<file path="config.mk">
export PLATFORM = sky130hd
export DESIGN_NAME = msg_schedule
export DESIGN_NICKNAME = d
export VERILOG_FILES = /design/src/rtl/msg_schedule.sv
export SDC_FILE = /design/constraint.sdc
export NUM_CORES = 1
export LEC_CHECK = 0
export ABC_AREA = 1
export CAP_MARGIN = 30
export CORE_UTILIZATION = 31
export CTS_BUF_LIST = sky130_fd_sc_hd__clkbuf_16
export CTS_CLUSTER_DIAMETER = 100
export DETAILED_ROUTE_END_ITERATION = 10
export PLACE_DENSITY = 0.57
export SLEW_MARGIN = 20
export SYNTH_ARGS = -nofsm -noshare
export SYNTH_HDL_FRONTEND = slang
export SYNTH_SLANG_ARGS = --single-unit
</file>
<file path="constraint.sdc">
create_clock -name clk -period 3.55 [get_ports clk]
set_input_delay 0.71 -clock clk [delete_from_list [all_inputs] [get_ports clk]]
set_output_delay 0.71 -clock clk [all_outputs]
set_load 0.005 [all_outputs]
</file>
<file path="src/rtl/msg_schedule.sv">
// SHA-2 message-schedule expander: loads a 16-word block, then streams W[0..ROUNDS-1].
// Optional abort input is enabled by defining MSG_SCHED_ABORT_EN.
module msg_schedule #(
  parameter int WORD_W = 32
) (
  input  logic              clk,
  input  logic              rst,
  input  logic              in_valid,
  output logic              in_ready,
  input  logic [WORD_W-1:0] in_data,
  output logic              out_valid,
  input  logic              out_ready,
  output logic [WORD_W-1:0] out_data,
  output logic [6:0]        out_idx,
`ifdef MSG_SCHED_ABORT_EN
  input  logic              abort,
`endif
  output logic              out_last
);

  localparam int ROUNDS = (WORD_W == 64) ? 80 : 64;
  localparam logic [6:0] LAST_T = 7'(ROUNDS - 1);

  typedef enum logic {LOAD, EMIT} state_t;

  state_t            state;
  state_t            state_next;
  logic [3:0]        load_cnt;
  logic [6:0]        t;
  logic [WORD_W-1:0] win [16];
  logic [WORD_W-1:0] new_word;
  logic              kill;
  logic              in_fire;
  logic              out_fire;

`ifdef MSG_SCHED_ABORT_EN
  assign kill = abort;
`else
  assign kill = 1'b0;
`endif

  function automatic logic [WORD_W-1:0] rotr(input logic [WORD_W-1:0] x, input int unsigned n);
    return (x >> n) | (x << (WORD_W - n));
  endfunction

  function automatic logic [WORD_W-1:0] sigma0(input logic [WORD_W-1:0] x);
    if (WORD_W == 64) return rotr(x, 1) ^ rotr(x, 8) ^ (x >> 7);
    else              return rotr(x, 7) ^ rotr(x, 18) ^ (x >> 3);
  endfunction

  function automatic logic [WORD_W-1:0] sigma1(input logic [WORD_W-1:0] x);
    if (WORD_W == 64) return rotr(x, 19) ^ rotr(x, 61) ^ (x >> 6);
    else              return rotr(x, 17) ^ rotr(x, 19) ^ (x >> 10);
  endfunction

  // Handshake protocol: a word moves on a rising edge where valid && ready are
  // both high; abort (when present) cancels any handshake on that edge.
  assign in_fire  = (state == LOAD) && in_valid && !kill;
  assign out_fire = (state == EMIT) && out_ready && !kill;

  // Next schedule word, written into the slot vacated by the shift.
  assign new_word = sigma1(win[14]) + win[9] + sigma0(win[1]) + win[0];

  always_comb begin
    state_next = state;
    unique case (state)
      LOAD: if (in_fire && load_cnt == 4'd15) state_next = EMIT;
      EMIT: if (out_fire && t == LAST_T)      state_next = LOAD;
    endcase
  end

  always_comb begin
    in_ready  = (state == LOAD);
    out_valid = (state == EMIT);
    out_data  = win[0];
    out_idx   = t;
    out_last  = (state == EMIT) && (t == LAST_T);
  end

  always_ff @(posedge clk) begin
    if (rst || kill) begin
      state    <= LOAD;
      load_cnt <= 4'd0;
      t        <= 7'd0;
      for (int i = 0; i < 16; i++) win[i] <= '0;
    end else begin
      state <= state_next;
      if (in_fire) begin
        win[load_cnt] <= in_data;
        // wraps to 0 after the 16th word, ready for the next block
        load_cnt      <= load_cnt + 4'd1;
        t             <= 7'd0;
      end
      if (out_fire) begin
        for (int i = 0; i < 15; i++) win[i] <= win[i+1];
        win[15] <= new_word;
        t       <= (t == LAST_T) ? 7'd0 : t + 7'd1;
      end
    end
  end

endmodule
</file>
# Word level (Yosys, flattened, before mapping)
# Memories as Yosys holds them, arrays and structs flattened.
# Index checks and enable logic that the tools add are counted.
op_classes:
  n_addsub: 5
  n_mul: 0
  n_div: 0
  order_cmp: 0
  n_eq_ne: 2
  shifts: 0
  n_mux: 33
  n_bitwise: 25
  n_reduce_logical: 7
ops:
  columns: ["cell", "count"]
  rows:
  - ["$mux 32", 17]
  - ["$add 32x32->32", 3]
  - ["$xor 32x32->32", 2]
  - ["$or 13x32->32", 1]
  - ["$or 14x32->32", 1]
  - ["$or 15x32->32", 1]
  - ["$or 25x32->32", 1]
  - ["$reduce_or 32->1", 1]
  - ["$xor 32x22->32", 1]
  - ["$xor 32x29->32", 1]
  - ["$mux 7", 3]
  - ["$or 1x1->1", 16]
  - ["$mux 1", 11]
  - ["$add 7x1->7 const B", 1]
  - ["$eq 7x6->1 const B", 1]
  - ["$logic_and 1x1->1", 5]
  - ["$add 4x1->4 const B", 1]
  - ["$eq 4x4->1 const B", 1]
  - ["$mux 4", 1]
  - ["$pmux 1 s2", 1]
  - ["$reduce_bool 2->1", 1]
  - ["$not 1->1", 1]
totals:
  reg_bits: 12
  latchBits: 0
  ram_bits: 512
  mem_bits_ro: 0
  output_inout_bits: 42
  wordCells: 76
  mem_count: 1
memory_table:
  columns: ["memory", "depth", "word_bits", "read_ports", "rd_clocked_by_memory_dff", "write_ports", "line_no", "rtl"]
  rows:
  - ["win", 16, 32, 16, 0, 16, "30", "logic [WORD_W-1:0] win [16];"]

# Logic depth before layout (Yosys ltp)
# Gate-level depths: netlist of the first run.
# An unclocked memory read counts as a cell.
logic_depth:
  depth_word: 8
  ltp_mapped: 20

# Least setup slack after synthesis of the first run
# OpenSTA, ideal clock, no wires.
synth_timing:
  kind: "register -> register"
  start: "mem win[1][8]"
  end: "mem win[15][17], data pin"
  arrival_time_ns: 3.288
  t_required_ns: 3.283
  path_slack_ns: -0.005
  stages_incl_launch_ff: 21
  path_buffers: 0
  period_less_slack_ns: 3.555
  cell_sequence: "edfxtp_1 > xnor2_1 > xor2_1 > inv_1 > fa_1 > inv_1 > fa_1 > inv_1 > ha_1 > inv_1 > fa_1 > inv_1 > nand3_1 > nand3_1 > nand2_1 > nand2_1 > nand2_1 > nand2_1 > nand2_1 > nand3_1 > o21ai_0"
synth_rtl:
  columns: ["element", "line_no"]
  rows:
  - ["start: declaration", "30"]

==> results of run 1 <==
==> metrics by stage <==
| step | setup WS, ps | cell area, um2 | utilization (%) |
|---|---|---|---|
| global route | -251.9 | 34130 | 39.15 |
| global placement | -364.0 | 30570 | 35.07 |
| finish | -121.9 | 34130 | 39.16 |
| CTS | -81.31 | 33400 | 38.32 |
| floorplan | 8.364 | 27420 | - |
| detailed placement | -344.3 | 30570 | 35.07 |
==> worst min-delay path, cell delays in order, from the launching register on <==
cell and delay (ps):
dfxtp_1 340, nand2_1 70, a21oi_1 50
==> state kept, by name (all words and copies together), names as in the netlist <==
signal / count
win: 512
out_idx: 7
load_cnt: 4
out_valid: 1
==> worst max path at each step <==
stage	end	slack, ps	depth (start not counted)
after global placement	win[15][28]$_DFFE_PP_	-360	19
after floorplan	win[15][17]$_DFFE_PP_	8	20
final	win[15][14]$_DFFE_PP_	-120	18
after CTS	win[15][28]$_DFFE_PP_	-80	19
after global routing	win[15][29]$_DFFE_PP_	-250	20
after detailed placement	win[15][28]$_DFFE_PP_	-340	19
==> metal layers <==
| layer | GRT usage [%] | wire (um) | share of wire, % |
|---|---|---|---|
| met1 | 27.96 | 39440 | 43 |
| met5 | 0 | 46 | 0.050 |
| met3 | 5.132 | 8189 | 8.9 |
| met4 | 6.450 | 2926 | 3.2 |
| met2 | 31.49 | 41820 | 45 |
==> cell type report <==
class / count / share of cell area (%)
clock inverter: 46 / 0.9239
inverter: 327 / 3.655
multi-input combinational: 1674 / 32.88
antenna: 1 / 0.007332
clock buffer: 57 / 4.179
tap: 1155 / 4.234
sequential: 524 / 45.75
timing repair buffer: 323 / 8.370
==> power breakdown <==
group	switching (mW)	total, mW	internal [mW]
Sequential	0.390	7.90	7.51
Clock	2.58	5.71	3.13
Combinational	7.35	13.0	5.70
==> kinds of logic (layout without fill, tap and decap cells) <==
logic type                 after synthesis  after routing
buffers and inverters                  523            753
and+or+nand+nor                        893            893
DFF                                    524            524
adders and majority gates               98             98
other                                    0              1
AOI/OAI and AO/OA                      553            553
xor gates and xnor gates               130            130
==> cell usage in the layout, fill, tap and decap left out, types with 3 or more instances in the layout <==
| cell type | Yosys | routed |
|---|---|---|
| nor2_1 | 52 | 29 |
| nor2_4 | 0 | 12 |
| buf_4 | 1 | 208 |
| inv_2 | 8 | 44 |
| o21ai_0 | 490 | 476 |
| nand4_1 | 7 | 7 |
| dfxtp_1 | 12 | 12 |
| nand2_1 | 292 | 213 |
| xor2_1 | 46 | 37 |
| o22ai_1 | 7 | 5 |
| edfxtp_1 | 512 | 512 |
| clkbuf_16 | 0 | 57 |
| buf_12 | 0 | 11 |
| inv_1 | 318 | 292 |
| xnor2_1 | 84 | 50 |
| nand3_4 | 0 | 7 |
| ha_1 | 36 | 8 |
| nand2_4 | 1 | 20 |
| o21ai_2 | 1 | 6 |
| xnor2_4 | 0 | 12 |
| nand3_2 | 0 | 8 |
| clkinv_2 | 0 | 7 |
| buf_6 | 1 | 27 |
| nor2_2 | 0 | 11 |
| a21oi_2 | 1 | 12 |
| xor2_2 | 0 | 8 |
| a21oi_1 | 32 | 21 |
| nor3_2 | 2 | 6 |
| nand2_2 | 2 | 62 |
| o21ai_1 | 15 | 24 |
| ha_4 | 0 | 28 |
| clkdlybuf4s50_1 | 0 | 77 |
| bufinv_16 | 0 | 3 |
| fa_2 | 0 | 3 |
| nand3_1 | 522 | 507 |
| clkinv_1 | 0 | 17 |
| fa_1 | 62 | 59 |
| xnor2_2 | 0 | 22 |
==> what timing repair did <==
action | in CTS | in global routing
resized for setup | 206 | 144
endpoints found under the setup margin | 28 | 28
endpoints found under the hold margin | 0 | 0
pin swaps | 60 | 72
buffers inserted | 15 | 21
hold buffers | 0 | 0
==> flow_metrics.env, run 1 <==
export IMPL_drc=0
export IMPL_cpPeakStageDelay_ps=520
export IMPL_clk_latency_ps=640
export IMPL_drt_initial_drc_count=2149
export IMPL_netlist_cell_type_count=39
export IMPL_place_inst=3970
export IMPL_synthCells=2721
export IMPL_synthAdderAreaFrac_pct=6.169
export IMPL_numPortBuffers=77
export IMPL_async_reset_ff_share_pct=0
export IMPL_max_clock_freq_mhz=272.3
export IMPL_root_buffer="clkbuf_16"
export IMPL_regToRegStartpoint="win[1][10]$_DFFE_PP_"
export IMPL_cts_sinks=524
export IMPL_viasPerCell=5.279
export IMPL_hpwl_um=63550
export IMPL_cp_end_kind="flop"
export IMPL_p_per_area_nw_per_um2=781.1
export IMPL_clockBufferDepth=3
export IMPL_synth_warnings=0
export IMPL_worst_setup_path_start_kind="flop"
export IMPL_power_mw=26.66
export IMPL_synthMuxAreaShare_pct=0
export IMPL_path_buf_inv=5
export IMPL_gp_congestion=0.9379
export IMPL_r2r_end="win[15][14]$_DFFE_PP_"
export IMPL_htreeDepth=2
export IMPL_setup_worst_path_start="win[1][10]$_DFFE_PP_"
export IMPL_synth_compound_area_share_pct=10.23
export IMPL_layout_cells_non_filler=4107
export IMPL_yosys_top_cells_count="nand3_1, edfxtp_1, o21ai_0"
export IMPL_worstMarginPinSlew_ps=961.1
export IMPL_setup_tns_ps=-917.3
export IMPL_slowest_stage="fa_1"
export IMPL_min_to="out_idx[1]$_SDFFE_PP0P_"
export IMPL_yosys_area_top_type="edfxtp_1"
export IMPL_slew_viol_final=0
export IMPL_yosysTopAreaCellShare_pct=56.07
export IMPL_crit_fanout=4
export IMPL_period_share_pct=103.4
export IMPL_multi_input_area_um2=11220
export IMPL_relSlewSlack_pct=35.86
export IMPL_setup_slack_ps=-121.9
export IMPL_antenna_found_initial=2
export IMPL_layout_drive_gt1_share_pct=20.13
export IMPL_antenna_left=0
export IMPL_synthMostInstantiatedCell="nand3_1"
export IMPL_outcome="complete, but fails checks"
export IMPL_routedWlPerCell_um=22.50
export IMPL_syn_nets=2855
export IMPL_cts_tree="done"
export IMPL_path_clk_slew_ps=70
export IMPL_initial_core_util_pct=31.46
export IMPL_synth_simple_area_share_pct=14.96
export IMPL_period_needed_ps=3672
export IMPL_grt_first_pass_wirelength_um=137600
export IMPL_irDropWorstVdd_v=0.0005394
export IMPL_synth_top_family_by_area="simple AND/OR/NAND/NOR gates"
export IMPL_ios=78
export IMPL_worstHoldPathCells=2
export IMPL_synthTopCellsByArea="edfxtp_1, nand3_1, o21ai_0, fa_1, inv_1"
export IMPL_fin_worst_skew_ps=34.37
export IMPL_maxCapViolations=0
export IMPL_grt_max_degree=127
export IMPL_vias=21680
export IMPL_hp_class="flop to flop"
export IMPL_fill_cells=8469
export IMPL_r2r_slack_ps=-120
export IMPL_rsz0062_at_grt="true"
export IMPL_cts_buffers=55
export IMPL_ff_latch_area_um2=15620
export IMPL_track_usage_pct=20.38
export IMPL_hold_viol=0
export IMPL_fin_nets=3039
export IMPL_static_leakage_power_nw=13.17
export IMPL_path_cells="buf_4, xnor2_4, xor2_2, inv_1, fa_1, inv_1, fa_1, inv_2, ha_4, nand2_1, nand2_2, nand2_1, nand2_2, a21oi_2, nand2_4, buf_4, o21ai_2, o21ai_2"
export IMPL_synth_main_ff_cell="edfxtp_1"
export IMPL_grt_overflow=0
export IMPL_ff2ff_path_depth=18
export IMPL_die_x_um=299.4
export IMPL_die_y_um=299.4
export IMPL_mappedNetlistArea_um2=27420
export IMPL_ys_seq_area_share_pct=56.95
export IMPL_die_area_um2=89650
export IMPL_crit_required_ps=3930
export IMPL_finalWirelength_um=92420
export IMPL_criticalPathCategory="flop to flop"
export IMPL_synth_edf_count=512
export IMPL_violations="setup timing"
export IMPL_synthToLayoutAreaGrowth_pct=24.47
export IMPL_firstDrtPassIters=5
export IMPL_fp_row_count=108
export IMPL_core_um2=87160
export IMPL_cpLargestDelayFamily="adder cells"
export IMPL_hold_start="out_idx[1]$_SDFFE_PP0P_"
export IMPL_hold_ws_ps=507.0
export IMPL_syn_area_per_cell_um2=10.08
export IMPL_synth_xor_area_share_pct=4.152
export IMPL_finalSetupViolations=20
export IMPL_synth_seq_cells=524
export IMPL_cp_arrival_ps=4050
export IMPL_grt_pass1_vias=20940
Power figures use the tool's default switching activity.
==> inputs of run 2 (changes only) <==
--- a/config.mk
+++ b/config.mk
@@ -12,6 +12,7 @@
 export CTS_CLUSTER_DIAMETER = 100
 export DETAILED_ROUTE_END_ITERATION = 10
 export PLACE_DENSITY = 0.57
+export SETUP_SLACK_MARGIN = 0.4
 export SLEW_MARGIN = 20
 export SYNTH_ARGS = -nofsm -noshare
 export SYNTH_HDL_FRONTEND = slang
==> run 2 against run 1 <==
Effect of this change:
- the flow still finishes with violations (setup timing)
- worst hold slack got worse by 34 ps
- highest routed layer is now met4
- first-iteration DRC count increased by 15%
- critical path depth up 1
- die area did not move
- largest power group unchanged
==> flow_metrics.env, run 2 (synthesis results as in run 1) <==
export IMPL_worst_setup_path_start_kind="flop"
export IMPL_cpPeakStageDelay_ps=510
export IMPL_synthToLayoutAreaGrowth_pct=26.05
export IMPL_grt_first_pass_wirelength_um=139500
export IMPL_path_buf_inv=5
export IMPL_irDropWorstVdd_v=0.0005523
export IMPL_root_buffer="clkbuf_16"
export IMPL_slowest_stage="fa_1"
export IMPL_max_clock_freq_mhz=268.6
export IMPL_hold_buffers=0
export IMPL_setup_slack_ps=-172.5
export IMPL_worstMarginPinSlew_ps=902.8
export IMPL_period_needed_ps=3722
export IMPL_track_usage_pct=20.83
export IMPL_antenna_left=0
export IMPL_viasPerCell=5.262
export IMPL_layout_common_cells="edfxtp_1, nand3_1, o21ai_0, inv_1, buf_4"
export IMPL_r2r_slack_ps=-170
export IMPL_combPwrFrac_pct=50.7
export IMPL_violations="setup timing"
export IMPL_vias=21860
export IMPL_core_um2=87160
export IMPL_cts_sinks=524
export IMPL_cts_buffers=57
export IMPL_slew_viol_final=0
export IMPL_grt_overflow=0
export IMPL_drc=0
export IMPL_regMostFlops="win"
export IMPL_period_share_pct=104.9
export IMPL_antenna_found_initial=1
export IMPL_finalSetupViolations=27
export IMPL_criticalPathCategory="flop to flop"
export IMPL_static_leakage_power_nw=13.49
export IMPL_htreeDepth=2
export IMPL_routedWlPerCell_um=22.82
export IMPL_cp_end_kind="flop"
export IMPL_path_cells="buf_6, xnor2_4, xor2_2, buf_4, inv_1, fa_1, inv_1, fa_1, inv_2, ha_4, nand2_2, nor2_4, nand2_2, nor3_4, nand2_2, nand3_1, nand2_1, nand3_2, nand2_1"
export IMPL_cts_tree="done"
export IMPL_grt_pass1_vias=21030
export IMPL_drt_initial_drc_count=2472
export IMPL_initial_core_util_pct=31.46
export IMPL_layout_drive_gt1_share_pct=21.27
export IMPL_fp_row_count=108
export IMPL_die_area_um2=89650
export IMPL_postLayoutCoreUtil_pct=39.65
export IMPL_rsz0062_at_grt="true"
export IMPL_p_int_mw=17.03
export IMPL_finalWirelength_um=94780
export IMPL_p_per_area_nw_per_um2=811.4
export IMPL_n_antenna_cell=0
export IMPL_layout_cells_non_filler=4154
export IMPL_clk_latency_ps=660
export IMPL_crit_required_ps=3950
export IMPL_grt_max_degree=131
export IMPL_p_seq_share_pct=28.1
export IMPL_cpLargestDelayFamily="adder cells"
export IMPL_final_common_cell="edfxtp_1"
export IMPL_power_mw=28.04
export IMPL_fin_worst_skew_ps=46.69
export IMPL_hpwl_um=65170
export IMPL_place_inst=3992
export IMPL_firstDrtPassIters=6
export IMPL_power_switching_mw=11.01
export IMPL_largest_register_ffs=512
export IMPL_switching_share_pct=39.27
export IMPL_fin_nets=3086
export IMPL_power_frac_clock_pct=21.2
export IMPL_ios=78
export IMPL_hold_viol=0
export IMPL_maxCapViolations=0
export IMPL_cpMostUsedCell="nand2_2"
export IMPL_gp_congestion=0.9619
export IMPL_cp_arrival_ps=4130
export IMPL_hp_class="flop to flop"
export IMPL_clockBufferDepth=3
export IMPL_die_y_um=299.4
export IMPL_die_x_um=299.4
export IMPL_relSlewSlack_pct=39.75
export IMPL_path_clk_slew_ps=60
export IMPL_outcome="complete, but fails checks"
export IMPL_crit_fanout=4
export IMPL_numPortBuffers=77
run 2: final cells by class:
class	count	area, um2
fill	8483	52600
sequential	524	15620
multi-input combinational	1674	11220
timing repair buffer	368	3222
tap	1155	1445
clock buffer	57	1426
inverter	327	1245
clock inverter	49	385.4
run 2: per-stage QoR:
step	worst slack [ps]	hold WS (ps)	setup TNS [ps]	instance area (um2)
3_3_place_gp	-536.8	486.4	-8708	31080
6_report	-172.5	472.9	-2907	34560
4_1_cts	-177.4	519.0	-2565	33960
3_5_place_dp	-466.5	502.0	-7403	31080
5_1_grt	-345.5	496.9	-6611	34560
2_1_floorplan	245.8	473.5	0	27770
run 2: power groups by stage:
| stage | logic [mW] | clock network, mW | registers (mW) |
|---|---|---|---|
| 3_5_place_dp | 10.7 | 0 | 8.00 |
| 4_1_cts | 12.8 | 6.00 | 7.88 |
| 5_1_grt | 15.4 | 6.21 | 7.90 |
| 2_1_floorplan | 6.24 | 0 | 7.83 |
| 3_3_place_gp | 10.7 | 0 | 8.01 |
| 6_report | 14.2 | 5.95 | 7.87 |
run 2: worst paths after layout:
kind,startpoint,cells past startpoint,to
worst max register to register,win[1][24]$_DFFE_PP_,19,win[15][25]$_DFFE_PP_
worst min-delay path,out_idx[0]$_SDFFE_PP0P_,1,out_idx[0]$_SDFFE_PP0P_
worst max-delay path,win[1][24]$_DFFE_PP_,19,win[15][25]$_DFFE_PP_
worst min register to register,out_idx[0]$_SDFFE_PP0P_,1,out_idx[0]$_SDFFE_PP0P_
run 2: metal layers:
layer	up-vias	global-route usage, %	routed length, um
li1	9878	-	-
met1	10890	28.17	40240
met2	932	33.62	44380
met3	158	3.805	7104
met4	0	6.961	3057
met5	-	0	0
run 2: what timing repair did:
action	4_1_cts	5_1_grt
endpoints found under the setup margin	30	31
buffers inserted	37	19
pin swaps	55	47
gates resized for setup	174	121
